[config.mk]
export PLATFORM = sky130hd
export DESIGN_NAME = rate_ctrl_flat
export DESIGN_NICKNAME = d
export VERILOG_FILES = /design/src/rtl/rate_ctrl_if.sv /design/src/rtl/rate_ctrl.sv /design/src/flat_wrapper.sv
export SDC_FILE = /design/constraint.sdc
export NUM_CORES = 1
export LEC_CHECK = 0
export ABC_CLOCK_PERIOD_IN_PS = 2500
export BUFFER_PORTS_ARGS = -buffer_cell sky130_fd_sc_hd__buf_2
export CORE_UTILIZATION = 45
export DETAILED_ROUTE_END_ITERATION = 16
export SYNTH_ARGS = -nofsm -noshare
export SYNTH_HDL_FRONTEND = slang
export SYNTH_SLANG_ARGS = --single-unit
[constraint.sdc]
create_clock -name clk -period 2.5 [get_ports clk]
set_input_delay 0.125 -clock clk [delete_from_list [all_inputs] [get_ports clk]]
set_output_delay 0.125 -clock clk [all_outputs]
set_load 0.03 [all_outputs]
[src/rtl/rate_ctrl_if.sv]
// Control, period-load and status signals of rate_ctrl, bundled for the port list.
// load_valid/load_ready: a period transfers on a rising edge where both are high; the offer may be held or withdrawn freely.
interface rate_ctrl_if #(
  parameter int N = 26
);
  logic         start;
  logic         stop;
  logic         oneshot;
  logic         load_valid;
  logic [N-1:0] load_val;
  logic         load_ready;
  logic         tick;
  logic         q;
  logic         busy;
  logic [7:0]   tick_cnt;
  logic [1:0]   state_dbg;

  modport master (
    output start, stop, oneshot, load_valid, load_val,
    input  load_ready, tick, q, busy, tick_cnt, state_dbg
  );

  modport slave (
    input  start, stop, oneshot, load_valid, load_val,
    output load_ready, tick, q, busy, tick_cnt, state_dbg
  );
endinterface

[src/rtl/rate_ctrl.sv]
// Programmable-period tick generator with pause/resume and a square-wave output.
// Optional single-tick mode is compiled in when RATE_CTRL_ONESHOT_EN is defined.
module rate_ctrl #(
  parameter int          N     = 26,
  parameter int unsigned M_DEF = 50000000
) (
  input  logic       clk,
  input  logic       reset,
  rate_ctrl_if.slave bus
);

  typedef enum logic [1:0] {
    IDLE = 2'd0,
    RUN  = 2'd1,
    HOLD = 2'd2
  } state_t;

  state_t       state, state_n;
  logic [N-1:0] count, count_n;
  logic [N-1:0] period, period_n;
  logic [7:0]   tick_cnt, tick_cnt_n;
  logic         tick, tick_n;
  logic         os_mode, os_mode_n;
  logic         load_fire;
  logic         wrap;

  assign load_fire = bus.load_valid && (state == IDLE);
  assign wrap      = (count == period);

  always_ff @(posedge clk or posedge reset) begin
    if (reset) begin
      state    <= IDLE;
      count    <= '0;
      period   <= N'(M_DEF);
      tick     <= 1'b0;
      tick_cnt <= 8'd0;
      os_mode  <= 1'b0;
    end else begin
      state    <= state_n;
      count    <= count_n;
      period   <= period_n;
      tick     <= tick_n;
      tick_cnt <= tick_cnt_n;
      os_mode  <= os_mode_n;
    end
  end

  always_comb begin
    state_n    = state;
    count_n    = count;
    period_n   = period;
    tick_n     = 1'b0;
    tick_cnt_n = tick_cnt;
    os_mode_n  = os_mode;
    case (state)
      IDLE: begin
        // A zero period would never let count leave 0 meaningfully; clamp to 1.
        if (load_fire) period_n = (bus.load_val == '0) ? N'(1) : bus.load_val;
        if (bus.start) begin
          state_n    = RUN;
          count_n    = '0;
          tick_cnt_n = 8'd0;
`ifdef RATE_CTRL_ONESHOT_EN
          os_mode_n  = bus.oneshot;
`else
          os_mode_n  = 1'b0;
`endif
        end
      end
      RUN: begin
        if (bus.stop) begin
          state_n = HOLD;
        end else if (wrap) begin
          count_n    = '0;
          tick_n     = 1'b1;
          tick_cnt_n = tick_cnt + 8'd1;
`ifdef RATE_CTRL_ONESHOT_EN
          if (os_mode) state_n = IDLE;
`endif
        end else begin
          count_n = count + N'(1);
        end
      end
      HOLD: begin
        if (bus.stop) begin
          state_n = IDLE;
          count_n = '0;
        end else if (bus.start) begin
          state_n = RUN;
        end
      end
      default: begin
        state_n = IDLE;
        count_n = '0;
      end
    endcase
  end

`ifndef RATE_CTRL_ONESHOT_EN
  logic unused_oneshot;
  assign unused_oneshot = bus.oneshot ^ os_mode;
`endif

  assign bus.busy       = (state != IDLE);
  assign bus.load_ready = (state == IDLE);
  assign bus.q          = (state != IDLE) && (count >= (period >> 1));
  assign bus.tick       = tick;
  assign bus.tick_cnt   = tick_cnt;
  assign bus.state_dbg  = state;

endmodule
[src/flat_wrapper.sv]
// flat-port wrapper written by rule: the top's interface ports become plain ports
module rate_ctrl_flat 
#(
  parameter int          N     = 26,
  parameter int unsigned M_DEF = 50000000
)
  (clk, reset, bus_start, bus_stop, bus_oneshot, bus_load_valid, bus_load_val, bus_load_ready, bus_tick, bus_q, bus_busy, bus_tick_cnt, bus_state_dbg);
  rate_ctrl_if #(.N(N)) bus_i ();
  input  logic clk;
  input  logic reset;
  input wire logic [$bits(bus_i.start)-1:0] bus_start;
  input wire logic [$bits(bus_i.stop)-1:0] bus_stop;
  input wire logic [$bits(bus_i.oneshot)-1:0] bus_oneshot;
  input wire logic [$bits(bus_i.load_valid)-1:0] bus_load_valid;
  input wire logic [$bits(bus_i.load_val)-1:0] bus_load_val;
  output wire logic [$bits(bus_i.load_ready)-1:0] bus_load_ready;
  output wire logic [$bits(bus_i.tick)-1:0] bus_tick;
  output wire logic [$bits(bus_i.q)-1:0] bus_q;
  output wire logic [$bits(bus_i.busy)-1:0] bus_busy;
  output wire logic [$bits(bus_i.tick_cnt)-1:0] bus_tick_cnt;
  output wire logic [$bits(bus_i.state_dbg)-1:0] bus_state_dbg;
  assign bus_i.start = bus_start;
  assign bus_i.stop = bus_stop;
  assign bus_i.oneshot = bus_oneshot;
  assign bus_i.load_valid = bus_load_valid;
  assign bus_i.load_val = bus_load_val;
  assign bus_load_ready = bus_i.load_ready;
  assign bus_tick = bus_i.tick;
  assign bus_q = bus_i.q;
  assign bus_busy = bus_i.busy;
  assign bus_tick_cnt = bus_i.tick_cnt;
  assign bus_state_dbg = bus_i.state_dbg;
  rate_ctrl #(.N(N), .M_DEF(M_DEF)) u_core (.clk(clk), .reset(reset), .bus(bus_i));
endmodule
# After elaboration in Yosys (flattened, before gate mapping)

Cells that the tools add are included.

Flip-flop bits (word level): 63
Input port bits: 32
Output and inout port bits: 14
Logic and storage cells: 42

$add $sub $neg: 2
Order comparisons: 1
Equal/unequal tests: 8
Mux-type cells: 17
Reduce and logical (&&, ||, !) cells: 9

Operators with widths:

| kind                  | count |
|---|---|
| $mux 26               | 5 |
| $pmux 26 s3           | 1 |
| $add 26x1->26 const B | 1 |
| $eq 26x26->1          | 1 |
| $ge 26x25->1          | 1 |
| $logic_not 26->1      | 1 |
| $mux 8                | 3 |
| $pmux 8 s2            | 1 |
| $add 8x1->8 const B   | 1 |
| $ne 2x2->1 const B    | 4 |
| $mux 2                | 3 |
| $pmux 2 s3            | 1 |
| $reduce_and 4->1      | 1 |
| $reduce_bool 2->1     | 2 |
| $mux 1                | 3 |
| $reduce_and 3->1      | 1 |
| $eq 2x1->1 const B    | 1 |
| $eq 2x2->1 const B    | 1 |
| $logic_and 1x1->1     | 2 |
| $logic_not 2->1       | 1 |
| $ne 2x1->1 const B    | 1 |
| $reduce_and 2->1      | 1 |

# Depth between registers and ports, before layout

Gate-level depths: netlist of the first run.

Depth after elaboration: 4
Depth in mapped cells: 7
Gate-level depth less buffers: 7

# Worst setup path before layout of the first run

Ideal clock, no wire load.

Kind: register to output
Start: register u_core.state[1], in the netlist u_core.bus.state_dbg[1]
End: output port bus_q
Arrival: 2.153 ns
Data required time: 2.375 ns
Setup slack: 0.222 ns
Cell stages (with the launch flop): 6
Buffers on the path: 0
Cell sequence: dfrtp_1 > or2_2 > inv_1 > nor4_1 > nand3_1 > o21ai_0

Longest elaborated chain between the ends: 2

RTL lines:

| element                | line               | text |
|---|---|---|
| from (decl)            | rate_ctrl.sv:18    | `state_t state, state_n;` |
| from (signal assigned) | rate_ctrl.sv:39    | `state <= state_n;` |
| $reduce_bool 2->1      | -                  |  |
| via bus_busy           | flat_wrapper.sv:19 | `output wire logic [$bits(bus_i.busy)-1:0] bus_busy;` |
| $logic_and 1x1->1      | rate_ctrl.sv:106   | `assign bus.q = (state != IDLE) && (count >= (period >> 1));` |
| to (decl)              | flat_wrapper.sv:18 | `output wire logic [$bits(bus_i.q)-1:0] bus_q;` |

The timed path passes the listed nets, and every way through them passes these cells.

# Worst setup path in the final report of the first run

Start: register u_core.period[12]
End: output port bus_q

Longest elaborated chain between the ends: 2

RTL lines:

| element                | line             | text |
|---|---|---|
| from (decl)            | rate_ctrl.sv:20  | `logic [N-1:0] period, period_n;` |
| from (signal assigned) | rate_ctrl.sv:34  | `period <= N'(M_DEF);` |
| from (signal assigned) | rate_ctrl.sv:41  | `period <= period_n;` |
| $ge 26x25->1           | rate_ctrl.sv:106 |  |
| $logic_and 1x1->1      | rate_ctrl.sv:106 |  |

No other way between the ends.

==> results of run 1 <==
-- per-layer routing --
metal  track usage, %  part of all wire (%)  wire, microns
met3            3.381                   3.7            382
met5                0                     0              0
met1            32.17                    47           4824
met2            37.22                    47           4804
met4            9.185                   1.9            197
-- worst register-to-register path, stage by stage, from the launching register on --
cell and delay [ns]:
dfrtp_1 0.48, xor2_1 0.23, nor4_1 0.47, and3_1 0.44, a21oi_1 0.15, mux2_2 0.28
-- path summary, 6_finish.rpt --
| kind | cells past startpoint | endpoint | slack, ns | from |
|---|---|---|---|---|
| max in group asynchronous | 4 | u_core.count[0] | 1.49 | reset |
| min in group asynchronous | 3 | u_core.period[6] | 0.39 | reset |
| hold / removal | 3 | u_core.period[19] | 0.001 | bus_load_val[19] |
| setup / recovery | 8 | bus_q | 0.12 | u_core.period[12] |
| setup reg to reg | 5 | u_core.count[0] | 0.34 | u_core.count[13] |
| hold reg to reg | 2 | u_core.period[19] | 0.53 | u_core.period[19] |
-- registers in the layout, indices dropped and copies added (netlist names) --
register,cells
u_core.bus.tick_cnt,8
u_core.bus.tick,1
u_core.count,26
u_core.period,26
u_core.bus.state_dbg,2
-- metrics by stage --
step	hold WS [ns]	power [W]	std cells	cell area [sq um]	setup slack (ns)
global route	0.01099	0.004619	602	4700	0.0001816
finish	0.001297	0.004291	602	4700	0.1168
floorplan	0.2330	0.002928	435	4073	0.2220
detailed placement	0.2330	0.003442	581	4442	0.3789
CTS	0.001118	0.004282	602	4666	0.01114
global placement	0.2292	0.003414	581	4442	0.3848
-- cell usage after synthesis (all sizes together), types with 2 or more instances --
cell,count
and4b,3
clkbuf,7
o211ai,2
nand2b,4
xnor2,2
and2,3
o221ai,2
o21ai,32
nor3,3
a21o,9
a211oi,2
and4,7
dfstp,12
o311ai,2
a22oi,4
or3b,2
xor2,45
nor2b,3
buf,11
a32oi,3
nand3,17
inv,35
and3,5
nand4,14
dfrtp,51
nor4,17
mux2,2
nand2,47
a22o,2
or3,2
ha,27
a221o,4
nor2,11
a21oi,33
-- area by class of cell --
| cell class | instances | area [sq um] |
|---|---|---|
| Sequential cell | 63 | 1593 |
| Multi-Input combinational cell | 319 | 2278 |
| Timing Repair Buffer | 61 | 387.9 |
| Fill cell | 802 | 4021 |
| Tap cell | 108 | 135.1 |
| Clock buffer | 10 | 137.6 |
| Clock inverter | 6 | 36.28 |
| Inverter | 35 | 131.4 |
-- power breakdown --
group,internal (W),switching [W]
registers,0.00136,0.000259
logic,0.000675,0.00118
clock network,0.000381,0.000435
-- cell families after synthesis --
group / Yosys count / share of synthesized area (%)
and+or+nand+nor: 143 / 20.46
xor gates and xnor gates: 47 / 10.11
buffers and inverters: 53 / 5.714
adders and majority gates: 27 / 8.295
muxes: 3 / 0.7987
DFF: 63 / 39.08
AOI/OAI and AO/OA: 99 / 15.55
-- what timing repair did --
item | in CTS | in global routing
setup endpoints to repair | 0 | 1
hold buffers | 5 | 0
endpoints found under the hold margin | 18 | 0
gates resized for setup | 0 | 8
==> reports/qor.txt, run 1 <==
Status -> finished, final reports clean
Final GP Congestion -> 0.8257
Ys async rst share -> 100.0%
Worst skew pair latency -> 0.35 ns
Slowest library cell on the worst path -> dfstp_2
Ranking of synthesized cells by area -> dfrtp_1 31%, xor2_1 9.7%, ha_1 8.3%
Synth area leader -> dfrtp_1
Ys flop type -> dfrtp_1
Synthesized instance count -> 435
Period utilization -> 95.33%
Worst path max stage delay -> 0.54 ns
CTS tree -> yes
Post-synthesis cell type count -> 56
Via count -> 3385
Endpoints failing setup -> 0
RSZ-0062 raised after global routing -> false
First-pass GRT wire length -> 17.36 mm
Pleak -> 2.277 nW
Crit Path Class -> reg -> out
Commonest non-fill, non-tap cells in the layout -> 50 x dfrtp_1, 47 x nand2_1, 45 x xor2_1
Root Buffer -> clkbuf_8
Largest net degree at the start of global routing -> 38
# diodes -> 0
Die Wd -> 97.14 microns
Layout Area Growth over Synthesis -> 15.39%
Hold Crit Class -> in -> reg
Crit path required time -> 2.38 ns
Tightest Pin Transition -> 0.6037 ns
Max Fclk -> 419.6 MHz
Crit-path max FO -> 2
Clock transition at the registers of the reported paths -> 0.07 ns
Total CTS buffers -> 9
CP delay by family, top -> compound AO/OA/AOI/OAI gates
Post-DR vias/cell -> 5.623
Crit-path cells -> inv_1, ha_1, a21oi_1, o21ai_0, a221o_1, a22oi_1, o21ai_1, buf_4
Initial core utilization -> 46.70%
Ratio of cells with drive above 1 in the final layout -> 21.66%
Fin Clk Skew -> 0.007419 ns
Antenna-violating nets left -> 0
Register area share after synthesis -> 39.08%
CTS Buffer Depth -> 2
Die H -> 97.14 microns
1st-pass router iterations -> 4
Grt total ovfl -> 0
Worst slew margin -> 59.70%
Worst Path Buf+Inv -> 2
Fin nets -> 548
Post-CTS Setup Bufs -> 0
Endpoints failing hold -> 0
Routed len/inst -> 16.96 microns
Num rows -> 34
Max-Cap Viols -> 0
Synthesis Warnings -> 0
Worst vdd ir -> 455.6 uV
Port Buffers -> 44
Final Util -> 53.89%
Core ar. -> 8721 sq um
Post-Route WL -> 10.21 mm
Syn nets -> 494
Post-synth EDFFs -> 0
Critical Path AT -> 2.26 ns
Worst setup EP type -> output pin
Pwr dens -> 913.0 nW/um^2
Htree depth -> 3
Num ports -> 46
Setup tns final -> 0 ns
CTS Sinks -> 63
Die Area -> 9435 sq um
GRT Total Usage -> 23.39%
Max Slew Vio Count -> 0
Post-layout min period -> 2.383 ns
Commonest non-fill, non-tap cell in the layout -> dfrtp_1
Post-DP HPWL -> 7.619 mm
Vias in the first global route -> 3468
Share of the synthesized area in the top cell type -> 31.34%
Initial antenna violation count -> 0
Netlist Area Pre-Place -> 4073 sq um
Drt drc -> 0
Mapped Avg Cell Area -> 9.362 sq um
Worst Setup Start Kind -> register
Drt initial violations -> 129
Flops & latches, synth -> 63
Note: power is estimated with default switching activity, not from simulation.
==> run 2: changes to the inputs <==
--- a/config.mk
+++ b/config.mk
@@ -5,10 +5,13 @@
 export SDC_FILE = /design/constraint.sdc
 export NUM_CORES = 1
 export LEC_CHECK = 0
+export ABC_AREA = 1
 export ABC_CLOCK_PERIOD_IN_PS = 2500
 export BUFFER_PORTS_ARGS = -buffer_cell sky130_fd_sc_hd__buf_2
-export CORE_UTILIZATION = 45
+export CORE_ASPECT_RATIO = 1.4
+export CORE_UTILIZATION = 57
 export DETAILED_ROUTE_END_ITERATION = 16
+export PLACE_DENSITY = 0.78
 export SYNTH_ARGS = -nofsm -noshare
 export SYNTH_HDL_FRONTEND = slang
 export SYNTH_SLANG_ARGS = --single-unit
==> reports/qor.txt, run 2 <==
Endpoints failing hold -> 0 (unchanged)
Syn nets -> 650 (+32%)
Flops & latches, synth -> 63 (unchanged)
Core ar. -> 7315 sq um (-16%)
Hold Crit Class -> in -> reg
Num ports -> 46 (unchanged)
Synth area leader -> dfrtp_1
Post-synthesis cell type count -> 31 (-45%)
Period utilization -> 94.84% (-0.49 points)
Crit. Startpoint -> u_core.period[17]
Routed len/inst -> 14.08 microns (-17%)
Ys async rst share -> 100.0% (unchanged)
Grt total ovfl -> 0 (unchanged)
GRT Total Usage -> 29.48% (+6.1 points)
Post-synth EDFFs -> 0 (unchanged)
Synthesis Warnings -> 0 (unchanged)
Slowest library cell on the worst path -> dfstp_2
Num rows -> 37 (+8.8%)
Clock transition at the registers of the reported paths -> 0.07 ns (about the same)
Worst slew margin -> 66.81% (+7.1 points)
Initial core utilization -> 58.72% (+12 points)
Endpoints failing setup -> 0 (unchanged)
Final setup margin -> 0.1291 ns (+0.01233 ns)
Layout Area Growth over Synthesis -> 15.44% (about the same)
Via count -> 4065 (+20%)
Share of the synthesized area in the top cell type -> 29.71% (-1.6 points)
Crit-path max FO -> 3 (+1)
Total CTS buffers -> 9 (unchanged)
Post-Place Worst Slack -> 0.4866 ns (+0.1077 ns)
Ranking of synthesized cells by area -> dfrtp_1 30%, nand2_1 14%, ha_1 7.9%
Final instance area -> 4959 sq um (+5.5%)
Root Buffer -> clkbuf_8
Die Wd -> 75.37 microns (-22%)
Ys flop type -> dfrtp_1
Mapped Avg Cell Area -> 7.268 sq um (-22%)
Area after DPL -> 4582 sq um (+3.2%)
Commonest non-fill, non-tap cells in the layout -> 164 x nand2_1, 75 x inv_1, 54 x nor2_1
Post-CTS Setup Bufs -> 0 (unchanged)
Crit-path cells -> inv_1, ha_1, nand2_1, nor2_1, nand4_1, nor2_1, nand2_1, nand3_1, nand2_1, inv_1, buf_2
Top flop regs -> u_core.count: 26 flops, u_core.period: 26 flops, u_core.bus.tick_cnt: 8 flops
Worst setup EP type -> output pin
Post-DR vias/cell -> 5.406 (-3.9%)
Worst Path Buf+Inv -> 3 (+1)
Port Buffers -> 44 (unchanged)
Post-Place Cells -> 723 (+24%)
Antenna-violating nets left -> 0 (unchanged)
Most instantiated cells after synthesis -> 164 x nand2_1, 76 x inv_1, 56 x nor2_1, 51 x dfrtp_1
Worst vdd ir -> 596.0 uV (+31%)
Ratio of cells with drive above 1 in the final layout -> 15.11% (-6.5 points)
Max-Cap Viols -> 0 (unchanged)
Crit-path most repeated cell -> nand2_1
Drt drc -> 0 (unchanged)
Worst skew pair latency -> 0.36 ns (about the same)
Netlist Area Pre-Place -> 4295 sq um (+5.5%)
Hold path startpoint -> bus_load_val[13]
Post-DP HPWL -> 7.786 mm (+2.2%)
Worst path max stage delay -> 0.54 ns (about the same)
Die H -> 104.7 microns (+7.8%)
Crit path required time -> 2.38 ns (about the same)
Fin nets -> 709 (+29%)
CTS tree -> yes
Drt initial violations -> 222 (+72%)
Layout Cells excl Fill -> 752 (+25%)
# diodes -> 0 (unchanged)
CP delay by family, top -> simple AND/OR/NAND/NOR gates
First-pass GRT wire length -> 17.46 mm (+0.59%)
Register area share after synthesis -> 37.05% (-2.0 points)
Worst Setup Start Kind -> register
Htree depth -> 3 (unchanged)
Worst r2r src -> u_core.period[12]
Post-Route WL -> 10.59 mm (+3.7%)
Most frequent cell after synthesis -> nand2_1
Vias in the first global route -> 3882 (+12%)
Synthesized instance count -> 591 (+36%)
Fin Clk Skew -> 0.009750 ns (+0.002330 ns)
Pwr dens -> 790.9 nW/um^2 (-13%)
Max Fclk -> 421.8 MHz (+0.52%)
Crit Path Class -> reg -> out
Die Area -> 7891 sq um (-16%)
Largest net degree at the start of global routing -> 31 (-18%)
CTS Buffer Depth -> 2 (unchanged)
Critical Path AT -> 2.25 ns (about the same)
Post-layout min period -> 2.371 ns (-0.01232 ns)
Final GP Congestion -> 0.9536 (+15%)
Initial antenna violation count -> 0 (unchanged)
Pleak -> 2.433 nW (+6.8%)
CTS Sinks -> 63 (unchanged)
Status -> finished, final reports clean
Tightest Pin Transition -> 0.4962 ns (-0.1075 ns)
Commonest non-fill, non-tap cell in the layout -> nand2_1
Max Slew Vio Count -> 0 (unchanged)
1st-pass router iterations -> 5 (+1)
[run 2: stage by stage]
step                hold WS, ns  setup TNS [ns]  util (%)  power (W)
floorplan                0.2345               0         -   0.002517
global placement        0.06838               0     62.64   0.002815
detailed placement      0.06960               0     62.64   0.002864
CTS                   0.0005760               0     67.48   0.003904
global route            0.01575        -0.02964     67.79   0.004201
finish                 0.001402               0     67.79   0.003922
[run 2: path summary, 6_finish.rpt]
| path | endpoint | slack [ns] | cells after the start |
|---|---|---|---|
| setup / recovery | bus_q | 0.13 | 11 |
| hold / removal | u_core.period[13] | 0.001 | 3 |
| setup reg to reg | u_core.count[10] | 0.44 | 9 |
| hold reg to reg | u_core.bus.tick_cnt[6] | 0.51 | 2 |
| max in group asynchronous | u_core.period[7] | 1.55 | 4 |
| min in group asynchronous | u_core.bus.tick_cnt[4] | 0.24 | 3 |
[run 2: what timing repair did]
item,CTS,global route
endpoints found under the hold margin,22,0
gates resized for setup,0,4
endpoints found under the setup margin,0,1
hold buffers,13,0
[run 2: layer usage]
| metal | GRT usage [%] | routed length, microns |
|---|---|---|
| met1 | 35.40 | 4416 |
| met4 | 15.61 | 411 |
| met5 | 0 | 0 |
| met3 | 5.400 | 459 |
| met2 | 48.60 | 5304 |
[run 2: cell families (layout without fill, tap and decap cells)]
logic type | after synthesis | after routing | share of synthesized area [%]
and+or+nand+nor | 301 | 301 | 30.76
DFF | 63 | 63 | 37.05
xor gates and xnor gates | 28 | 28 | 5.709
adders and majority gates | 27 | 27 | 7.865
buffers and inverters | 92 | 156 | 8.972
AOI/OAI and AO/OA | 80 | 80 | 9.642
[run 2: layout make-up]
type	count	area [sq um]
tap	97	121.4
timing repair buffer	62	387.9
multi-input combinational	436	2341
clock buffer	13	158.9
clock inverter	3	65.06
sequential	63	1592
fill	661	2356
inverter	78	292.8
[run 2: worst register-to-register path, cell delays in order, from the launching register on]
cell	delay (ns)
dfstp_2	0.54
inv_1	0.08
nand2_1	0.06
nand2_1	0.05
nor2_1	0.18
nand2_1	0.08
nor2_1	0.14
nand3_2	0.19
nand2_2	0.44
a21oi_1	0.15
[run 2: where the power goes]
group	switching (W)	internal [W]
clock	0.000402	0.000615
combinational	0.000980	0.000462
sequential	0.000172	0.00129
